$ cat src/rtl/fetch_pc_ctrl_if.sv
// Fetch-stage PC sequencing bundle: bus handshake, redirect pulses, PC mux feedback and status.
interface fetch_pc_ctrl_if;
  logic        ahb_ready_in;
  logic        trap_taken_in;
  logic        mret_in;
  logic        mis_instr_in;
  logic [31:0] pc_mux_in;
  logic [1:0]  pc_src_out;
  logic [30:0] pc_out;
  logic        fetch_valid_out;
  logic        flush_out;
  logic        misaligned_trap_out;
  logic        pending_out;
  logic        bus_timeout_out;

  modport master (
    output ahb_ready_in, trap_taken_in, mret_in, mis_instr_in, pc_mux_in,
    input  pc_src_out, pc_out, fetch_valid_out, flush_out,
           misaligned_trap_out, pending_out, bus_timeout_out
  );

  modport slave (
    input  ahb_ready_in, trap_taken_in, mret_in, mis_instr_in, pc_mux_in,
    output pc_src_out, pc_out, fetch_valid_out, flush_out,
           misaligned_trap_out, pending_out, bus_timeout_out
  );
endinterface

$ cat src/rtl/fetch_pc_ctrl.sv
// PC register and source-select sequencer; redirects serviced the cycle the bus is ready, status one cycle later.
// A low ahb_ready_in holds PC and select while new trap/mret pulses are latched until serviced.
module fetch_pc_ctrl #(
  parameter logic [31:0] BOOT_ADDR      = 32'h0000_0000,
  parameter int unsigned TIMEOUT_CYCLES = 16
) (
  input  logic           clk_in,
  input  logic           rst_in,
  fetch_pc_ctrl_if.slave bus
);
  typedef enum logic [1:0] {ST_RST, ST_BOOT, ST_RUN} state_t;

  localparam logic [7:0] TMO_LIM = 8'(TIMEOUT_CYCLES);

  state_t      state;
  logic [30:0] pc;
  logic        trap_pend;
  logic        mret_pend;
  logic        fetch_valid;
  logic        flush;
  logic        mis_trap;
  logic        timeout;
  logic [7:0]  tmo_cnt;
  logic        trap_e;
  logic        mret_e;
  logic [1:0]  src;
  logic        mux_lsb_unused;

  // The halfword-granular PC drops bit 0; odd targets are reported via mis_instr_in.
  assign mux_lsb_unused = bus.pc_mux_in[0];

  always_comb begin
    trap_e = bus.trap_taken_in | trap_pend;
    mret_e = bus.mret_in | mret_pend;
    src    = 2'b00;
    if (state == ST_RUN) begin
      if (trap_e)      src = 2'b10;
      else if (mret_e) src = 2'b01;
      else             src = 2'b11;
    end
  end

  always_ff @(posedge clk_in) begin
    if (rst_in) begin
      state       <= ST_RST;
      pc          <= BOOT_ADDR[31:1];
      trap_pend   <= 1'b0;
      mret_pend   <= 1'b0;
      fetch_valid <= 1'b0;
      flush       <= 1'b0;
      mis_trap    <= 1'b0;
      timeout     <= 1'b0;
      tmo_cnt     <= 8'd0;
    end else begin
      fetch_valid <= 1'b0;
      flush       <= 1'b0;
      mis_trap    <= 1'b0;
      case (state)
        ST_RST: state <= ST_BOOT;
        ST_BOOT: begin
          trap_pend <= trap_pend | bus.trap_taken_in;
          mret_pend <= mret_pend | bus.mret_in;
          if (bus.ahb_ready_in) begin
            pc          <= bus.pc_mux_in[31:1];
            fetch_valid <= 1'b1;
            state       <= ST_RUN;
          end
        end
        ST_RUN: begin
          if (!bus.ahb_ready_in) begin
            trap_pend <= trap_e;
            mret_pend <= mret_e;
          end else begin
            unique case (src)
              2'b10: begin
                // A trap swallows any pending or simultaneous mret.
                pc          <= bus.pc_mux_in[31:1];
                fetch_valid <= 1'b1;
                flush       <= 1'b1;
                trap_pend   <= 1'b0;
                mret_pend   <= 1'b0;
              end
              2'b01: begin
                pc          <= bus.pc_mux_in[31:1];
                fetch_valid <= 1'b1;
                flush       <= 1'b1;
                mret_pend   <= 1'b0;
              end
              default: begin
                if (bus.mis_instr_in) begin
                  mis_trap <= 1'b1;
                end else begin
                  pc          <= bus.pc_mux_in[31:1];
                  fetch_valid <= 1'b1;
                end
              end
            endcase
          end
        end
        default: state <= ST_RST;
      endcase
      if (state != ST_RST) begin
        if (bus.ahb_ready_in) begin
          tmo_cnt <= 8'd0;
        end else if (tmo_cnt < TMO_LIM) begin
          tmo_cnt <= tmo_cnt + 8'd1;
          if (tmo_cnt == TMO_LIM - 8'd1) timeout <= 1'b1;
        end
      end
    end
  end

  assign bus.pc_src_out          = src;
  assign bus.pc_out              = pc;
  assign bus.fetch_valid_out     = fetch_valid;
  assign bus.flush_out           = flush;
  assign bus.misaligned_trap_out = mis_trap;
  assign bus.pending_out         = trap_pend | mret_pend;
  assign bus.bus_timeout_out     = timeout;
endmodule
$ cat src/flat_wrapper.sv
// flat-port wrapper written by rule: the top's interface ports become plain ports
module fetch_pc_ctrl_flat 
#(
  parameter logic [31:0] BOOT_ADDR      = 32'h0000_0000,
  parameter int unsigned TIMEOUT_CYCLES = 16
)
  (clk_in, rst_in, bus_ahb_ready_in, bus_trap_taken_in, bus_mret_in, bus_mis_instr_in, bus_pc_mux_in, bus_pc_src_out, bus_pc_out, bus_fetch_valid_out, bus_flush_out, bus_misaligned_trap_out, bus_pending_out, bus_bus_timeout_out);
  fetch_pc_ctrl_if bus_i ();
  input  logic clk_in;
  input  logic rst_in;
  input wire logic [$bits(bus_i.ahb_ready_in)-1:0] bus_ahb_ready_in;
  input wire logic [$bits(bus_i.trap_taken_in)-1:0] bus_trap_taken_in;
  input wire logic [$bits(bus_i.mret_in)-1:0] bus_mret_in;
  input wire logic [$bits(bus_i.mis_instr_in)-1:0] bus_mis_instr_in;
  input wire logic [$bits(bus_i.pc_mux_in)-1:0] bus_pc_mux_in;
  output wire logic [$bits(bus_i.pc_src_out)-1:0] bus_pc_src_out;
  output wire logic [$bits(bus_i.pc_out)-1:0] bus_pc_out;
  output wire logic [$bits(bus_i.fetch_valid_out)-1:0] bus_fetch_valid_out;
  output wire logic [$bits(bus_i.flush_out)-1:0] bus_flush_out;
  output wire logic [$bits(bus_i.misaligned_trap_out)-1:0] bus_misaligned_trap_out;
  output wire logic [$bits(bus_i.pending_out)-1:0] bus_pending_out;
  output wire logic [$bits(bus_i.bus_timeout_out)-1:0] bus_bus_timeout_out;
  assign bus_i.ahb_ready_in = bus_ahb_ready_in;
  assign bus_i.trap_taken_in = bus_trap_taken_in;
  assign bus_i.mret_in = bus_mret_in;
  assign bus_i.mis_instr_in = bus_mis_instr_in;
  assign bus_i.pc_mux_in = bus_pc_mux_in;
  assign bus_pc_src_out = bus_i.pc_src_out;
  assign bus_pc_out = bus_i.pc_out;
  assign bus_fetch_valid_out = bus_i.fetch_valid_out;
  assign bus_flush_out = bus_i.flush_out;
  assign bus_misaligned_trap_out = bus_i.misaligned_trap_out;
  assign bus_pending_out = bus_i.pending_out;
  assign bus_bus_timeout_out = bus_i.bus_timeout_out;
  fetch_pc_ctrl #(.BOOT_ADDR(BOOT_ADDR), .TIMEOUT_CYCLES(TIMEOUT_CYCLES)) u_core (.clk_in(clk_in), .rst_in(rst_in), .bus(bus_i));
endmodule
$ cat config.mk
export PLATFORM = sky130hd
export DESIGN_NAME = fetch_pc_ctrl_flat
export DESIGN_NICKNAME = d
export VERILOG_FILES = /design/src/rtl/fetch_pc_ctrl_if.sv /design/src/rtl/fetch_pc_ctrl.sv /design/src/flat_wrapper.sv
export SDC_FILE = /design/constraint.sdc
export NUM_CORES = 1
export LEC_CHECK = 0
export BUFFER_PORTS_ARGS = -buffer_cell sky130_fd_sc_hd__buf_2
export CAP_MARGIN = 25
export CORE_MARGIN = 4
export CORE_UTILIZATION = 52
export CTS_CLUSTER_SIZE = 8
export DETAILED_ROUTE_END_ITERATION = 8
export PLACE_DENSITY_LB_ADDON = 0.12
export SLEW_MARGIN = 30
export SYNTH_ARGS = -nofsm -noshare
export SYNTH_HDL_FRONTEND = slang
export SYNTH_SLANG_ARGS = --single-unit
$ cat constraint.sdc
create_clock -name clk_in -period 6 [get_ports clk_in]
set_input_delay 0.9 -clock clk_in [delete_from_list [all_inputs] [get_ports clk_in]]
set_output_delay 0.9 -clock clk_in [all_outputs]
set_load 0.02 [all_outputs]
==> results of run 1 <==
-- power groups by stage --
stage | clock network (mW) | registers, mW | logic (mW)
after floorplan | 0 | 0.379 | 0.107
after detailed placement | 0 | 0.357 | 0.174
final | 0.185 | 0.350 | 0.173
after CTS | 0.191 | 0.350 | 0.174
after global routing | 0.211 | 0.353 | 0.192
after global placement | 0 | 0.356 | 0.171
-- metrics by stage --
stage | hold WS [ns] | cells | util, %
finish | 0.467 | 350 | 65.7
global route | 0.501 | 350 | 65.7
floorplan | 0.443 | 238 | -
detailed placement | 0.455 | 342 | 63.3
global placement | 0.447 | 342 | 63.1
CTS | 0.468 | 350 | 65.6
-- worst min-delay path, delay by kind of cell, from the launching register on --
kind,cells,cell delay (ns)
and+or+nand+nor,1,0.04
buffers and inverters,1,0.06
DFF,1,0.34
-- layer usage --
metal	part of all wire, %	up-vias
li1	-	970
met1	47	894
met2	45	48
met3	6.1	9
met4	1.7	0
met5	0	-
-- Yosys cell counts, drive strengths merged, types with 2 or more instances --
cell type	n	share of area, %
nor3	5	1.2
nand3	33	9.2
nor2	8	1.4
clkbuf	9	3.3
o21ai	39	9.6
mux2i	2	0.96
o211ai	2	0.72
a21oi	37	8.9
dfxtp	47	45
a211o	2	0.84
or2	2	0.60
nand2	7	1.3
buf	10	3.3
nand2b	2	0.60
inv	10	1.8
a41oi	2	0.84
and4b	2	0.96
ha	6	3.6
and3	2	0.60
o21a	5	2.2
-- registers in the layout, indices dropped and copies added (netlist names) --
signal                          cells
u_core.bus.pc_out                  31
u_core.tmo_cnt                      8
u_core.state                        2
u_core.bus.bus_timeout_out          1
u_core.bus.fetch_valid_out          1
u_core.bus.flush_out                1
u_core.bus.misaligned_trap_out      1
u_core.mret_pend                    1
u_core.trap_pend                    1
-- area by class of cell --
cell class	count	share of cell area, %
clock buffers	5	2.78
well taps	48	2.43
inverters	10	1.52
flip-flops and latches	47	38.0
multi-input cells	162	39.2
repair buffers	75	15.3
clock inverters	3	0.808
-- worst paths after layout --
path	endpoint	depth (start not counted)	startpoint	slack (ns)
hold reg to reg	u_core.tmo_cnt[7]$_SDFFE_PP0P_	2	u_core.tmo_cnt[7]$_SDFFE_PP0P_	0.47
setup / recovery	u_core.bus.pc_out[28]$_SDFFE_PP0P_	9	u_core.state[0]$_SDFFE_PP0P_	3.09
setup reg to reg	u_core.bus.pc_out[28]$_SDFFE_PP0P_	9	u_core.state[0]$_SDFFE_PP0P_	3.09
hold / removal	u_core.tmo_cnt[7]$_SDFFE_PP0P_	2	u_core.tmo_cnt[7]$_SDFFE_PP0P_	0.47
-- kinds of logic after synthesis --
kind of cell,Yosys count,share of synthesized area [%]
flops,47,45.3
fa+ha+maj,6,3.62
compound gates,91,24.6
buf+inv,29,8.32
mux,2,0.964
simple gates,63,17.2
==> impl_results.md, run 1 <==
* Outcome: finished, final reports clean
* Minimum clock period after layout at 2.91 ns
* Initial core utilization at 55.0%
* Grt total ovfl at 0
* Sequential share of power at 49.4%
* Clk_lat worst skew at 0.30 ns
* Layout cells sized above 1 at 31.1%
* First-pass iteration count of the detailed router at 4
* Combinational power share at 24.5%
* Worst path max stage delay at 0.45 ns
* Fin area at 2480 um^2
* Initial DRC Count at 137
* Setup Crit Path Kind: register to register
* Netlist cell types at 34
* Syn. warnings at 0
* Detailed-route DRC error count at 0
* Crit end category: register
* Maximum VDD drop at 0.000138 V
* Multi-input combinational cell area at 971 um^2
* Mapped cell area at 2080 um^2
* Final setup fails at 0
* Reg area at 941 um^2
* Top delay family on crit path: simple AND/OR/NAND/NOR gates
* Diode count at 0
* Worst path cell trace: inv_1 -> ha_1 -> inv_1 -> or3_1 -> ha_1 -> nand3_1 -> buf_4 -> nand3_1 -> a21oi_1
* PD cells at 286 nW/um^2
* Worst path slowest cell: ha_1
* Placer congestion estimate at 0.837
* Worst Skew at 0.00776 ns
* Final Hold Fails at 0
* Overall Power at 708 uW
* Core Area at 3770 um^2
* M3 GR Usage at 5.68%
* Sequential share of the synthesized area at 45.3%
* # nets final at 345
* Relative slew slack at 49.5%
* Number of synthesized flops with an enable pin at 0
* Share of total power in the clock network at 26.1%
* Post-DP HPWL at 3210 um
* Fill cells at 348
* Gate Count Post-Synth at 238
* P_leak at 1.08 nW
* Area grow syn2layout at 19.3%
* Worst hold path class: register to register
* RSZ-0062 raised after global routing: false
* H-tree level count at 2
* Sw Ratio at 32.0%
* DRT antenna net count at 0
* Fin crit share at 48.5%
* Largest net degree at the start of global routing at 44
* Commonest non-fill, non-tap cell in the layout: buf_2
* Max Cap Viol at 0
* Mapped Nets at 282
* Clk pin slew, worst setup/hold paths at 0.08 ns
* Postcts setup bufs at 0
* Vias per cell at 5.49
* CP startpoint kind: register
* Clock Path Buffers at 2
* Setup WS post-layout at 3.09 ns
* Routed wire length at 4690 um
* Row cnt at 22
* Dpl ws at 2.96 ns
* Die X at 71.2 um
* IO buf count at 74
* Least-Margin Pin Slew at 0.758 ns
* Setup TNS Final at 0 ns
* CP required at 6.15 ns
* Int Power at 481 uW
* Vias post-DR at 1,921
* First-pass GRT wire length at 7910 um
* # clock sinks at 47
* Busiest layer in global routing: met2
* Async S/R FF share, synth at 0%
* Crit path DAT at 3.06 ns
* Ports at 76
* Flop and latch count out of synthesis at 47
* Overall die height at 71.2 um
* Cts hold-fix bufs at 0
* TritonCTS clock tree: done
* Initial antenna violation count at 0
* Met1 global-route usage at 25.1%
* Full die area at 5070 um^2
* Placed cell area at 2390 um^2
* Top FF cell, synth: dfxtp_1
* Vias in the first global route at 1,767
* Psw at 227 uW
* Avg Synthesized Cell Area at 8.72 um^2
* FMAX at 343 MHz
* GR Util All Layers at 19.1%
* Routing usage on met2 at 29.3%
* Slew Limit Fails at 0
* Crit path max fanout at 19
* CTS root buf: clkbuf_8
* Post-DR wirelength/cell at 13.4 um
* Most frequent cells in the layout: buf_2, dfxtp_1, a21oi_1
* CTS buffer count at 5
* Buf/Inv on CP at 3
* Post-cts sizing count at 0
Note: power is estimated with default switching activity, not from simulation.
==> inputs of run 2 (changes only) <==
- CORE_UTILIZATION: 52 -> 49
- clock period: 6 -> 2.8 ns (I/O delays scaled with it)
==> impl_results.md, run 2 (synthesis results as in run 1) <==
* Post-cts sizing count at 0 (unchanged)
* # nets final at 348 (was 345)
* Worst Skew at 0.00812 ns (was 0.00776 ns)
* Setup TNS Final at 0 ns (unchanged)
* Crit path DAT at 2.56 ns (was 3.06 ns)
* DRT antenna net count at 0 (unchanged)
* Diode count at 0 (unchanged)
* CP required at 3.04 ns (was 6.15 ns)
* Commonest non-fill, non-tap cell in the layout: buf_2 (unchanged)
* Final Hold Fails at 0 (unchanged)
* Least-Margin Pin Slew at 0.478 ns (was 0.758 ns)
* Full die area at 5340 um^2 (was 5070 um^2)
* Share of total power in the clock network at 31.8% (was 26.1%)
* Worst hold path class: primary input to register (was register to register)
* Minimum clock period after layout at 2.33 ns (was 2.91 ns)
* Crit path max fanout at 31 (was 19)
* FMAX at 429 MHz (was 343 MHz)
* Cts hold-fix bufs at 0 (unchanged)
* Slew Limit Fails at 0 (unchanged)
* GR Util All Layers at 18.4% (was 19.1%)
* Layout cells sized above 1 at 31.8% (was 31.1%)
* First-pass GRT wire length at 7780 um (was 7910 um)
* PD cells at 652 nW/um^2 (was 286 nW/um^2)
* Clock Path Buffers at 2 (unchanged)
* Die X at 73.1 um (was 71.2 um)
* H-tree level count at 2 (unchanged)
* Int Power at 1.15 mW (was 481 uW)
* Outcome: finished, final reports clean (unchanged)
* Post-DR wirelength/cell at 13.7 um (was 13.4 um)
* Post-DP HPWL at 3300 um (was 3210 um)
* Vias post-DR at 1,903 (was 1,921)
* Initial DRC Count at 112 (was 137)
* Dpl ws at 0.130 ns (was 2.96 ns)
* Routed wire length at 4860 um (was 4690 um)
* P_leak at 1.11 nW (was 1.08 nW)
* RSZ-0062 raised after global routing: false (unchanged)
* Overall die height at 73.1 um (was 71.2 um)
* Fin crit share at 83.2% (was 48.5%)
* Core Area at 4060 um^2 (was 3770 um^2)
* CTS root buf: clkbuf_8 (unchanged)
* Row cnt at 23 (was 22)
* Initial core utilization at 51.2% (was 55.0%)
* Placer congestion estimate at 0.807 (was 0.837)
* Largest net degree at the start of global routing at 32 (was 44)
* Vias in the first global route at 1,747 (was 1,767)
* Combinational power share at 22.9% (was 24.5%)
* Sequential share of power at 45.4% (was 49.4%)
* Initial antenna violation count at 0 (unchanged)
* Maximum VDD drop at 0.000332 V (was 0.000138 V)
* Grt total ovfl at 0 (unchanged)
* Min Hold Slack at 0.350 ns (was 0.467 ns)
* Area grow syn2layout at 21.7% (was 19.3%)
* Placed cell area at 2400 um^2 (was 2390 um^2)
* Fill cells at 391 (was 348)
* Final setup fails at 0 (unchanged)
* Ports at 76 (unchanged)
* Setup Crit Path Kind: register to register (unchanged)
* Most frequent cells in the layout: buf_2, dfxtp_1, a21oi_1 (unchanged)
* Max Cap Viol at 0 (unchanged)
* Clk_lat worst skew at 0.30 ns (about the same)
* Fin area at 2530 um^2 (was 2480 um^2)
* # clock sinks at 47 (unchanged)
* Postcts setup bufs at 0 (unchanged)
* Crit end category: register (unchanged)
* Psw at 493 uW (was 227 uW)
* Setup WS post-layout at 0.471 ns (was 3.09 ns)
* IO buf count at 74 (unchanged)
* Sw Ratio at 29.9% (was 32.0%)
* Max reg flops at 31 (unchanged)
* Layout Utilization at 62.3% (was 65.7%)
* Clk pin slew, worst setup/hold paths at 0.09 ns (was 0.08 ns)
* Detailed-route DRC error count at 0 (unchanged)
* CP startpoint kind: register (unchanged)
* CTS buffer count at 5 (unchanged)
* Vias per cell at 5.36 (was 5.49)
* TritonCTS clock tree: done (unchanged)
* Relative slew slack at 68.1% (was 49.5%)
* First-pass iteration count of the detailed router at 4 (unchanged)
run 2: through the flow:
step	cells	total power, mW
after global routing	355	1.74
after global placement	347	1.14
after floorplan	238	1.04
final	355	1.65
after detailed placement	347	1.14
after CTS	355	1.66
run 2: final cells by class:
cell class                      instances  area (um^2)  share of cell area [%]
Clock buffer                            6         82.6                    3.27
Clock inverter                          2         38.8                    1.54
Inverter                               10         37.5                    1.49
Multi-Input combinational cell        162          963                    38.1
Sequential cell                        47          941                    37.2
Tap cell                               50         62.6                    2.48
Timing Repair Buffer                   78          400                    15.8
run 2: routing by layer:
layer  share of wire, %  wire [um]  up-vias  track usage [%]
met2                 47       2300       49             30.4
met5                  0          0        -                0
met1                 45       2180      866             23.1
li1                   -          -      981                -
met3                6.6        322        7             5.65
met4                1.3         61        0             5.53
run 2: final timing paths:
| kind | start | end | slack, ns | depth (start not counted) |
|---|---|---|---|---|
| setup / recovery | u_core.state[0]$_SDFFE_PP0P_ | u_core.bus.pc_out[3]$_SDFFE_PP0P_ | 0.47 | 8 |
| hold reg to reg | u_core.tmo_cnt[7]$_SDFFE_PP0P_ | u_core.tmo_cnt[7]$_SDFFE_PP0P_ | 0.47 | 2 |
| setup reg to reg | u_core.state[0]$_SDFFE_PP0P_ | u_core.bus.pc_out[3]$_SDFFE_PP0P_ | 0.47 | 8 |
| hold / removal | bus_pc_mux_in[26] | u_core.bus.pc_out[25]$_SDFFE_PP0P_ | 0.35 | 3 |
run 2: critical path, stage by stage (launching register included):
cell and delay, ns:
dfxtp_1 0.32, inv_1 0.09, ha_1 0.17, inv_1 0.09, or3_1 0.34, ha_1 0.37, and3_2 0.52, o21ai_0 0.18
a21oi_1 0.17
run 2: power groups by stage:
| stage | sequential, mW | combinational, mW | clock (mW) |
|---|---|---|---|
| floorplan | 0.811 | 0.230 | 0 |
| global placement | 0.764 | 0.372 | 0 |
| detailed placement | 0.764 | 0.378 | 0 |
| CTS | 0.748 | 0.380 | 0.537 |
| global route | 0.755 | 0.420 | 0.567 |
| finish | 0.748 | 0.376 | 0.523 |
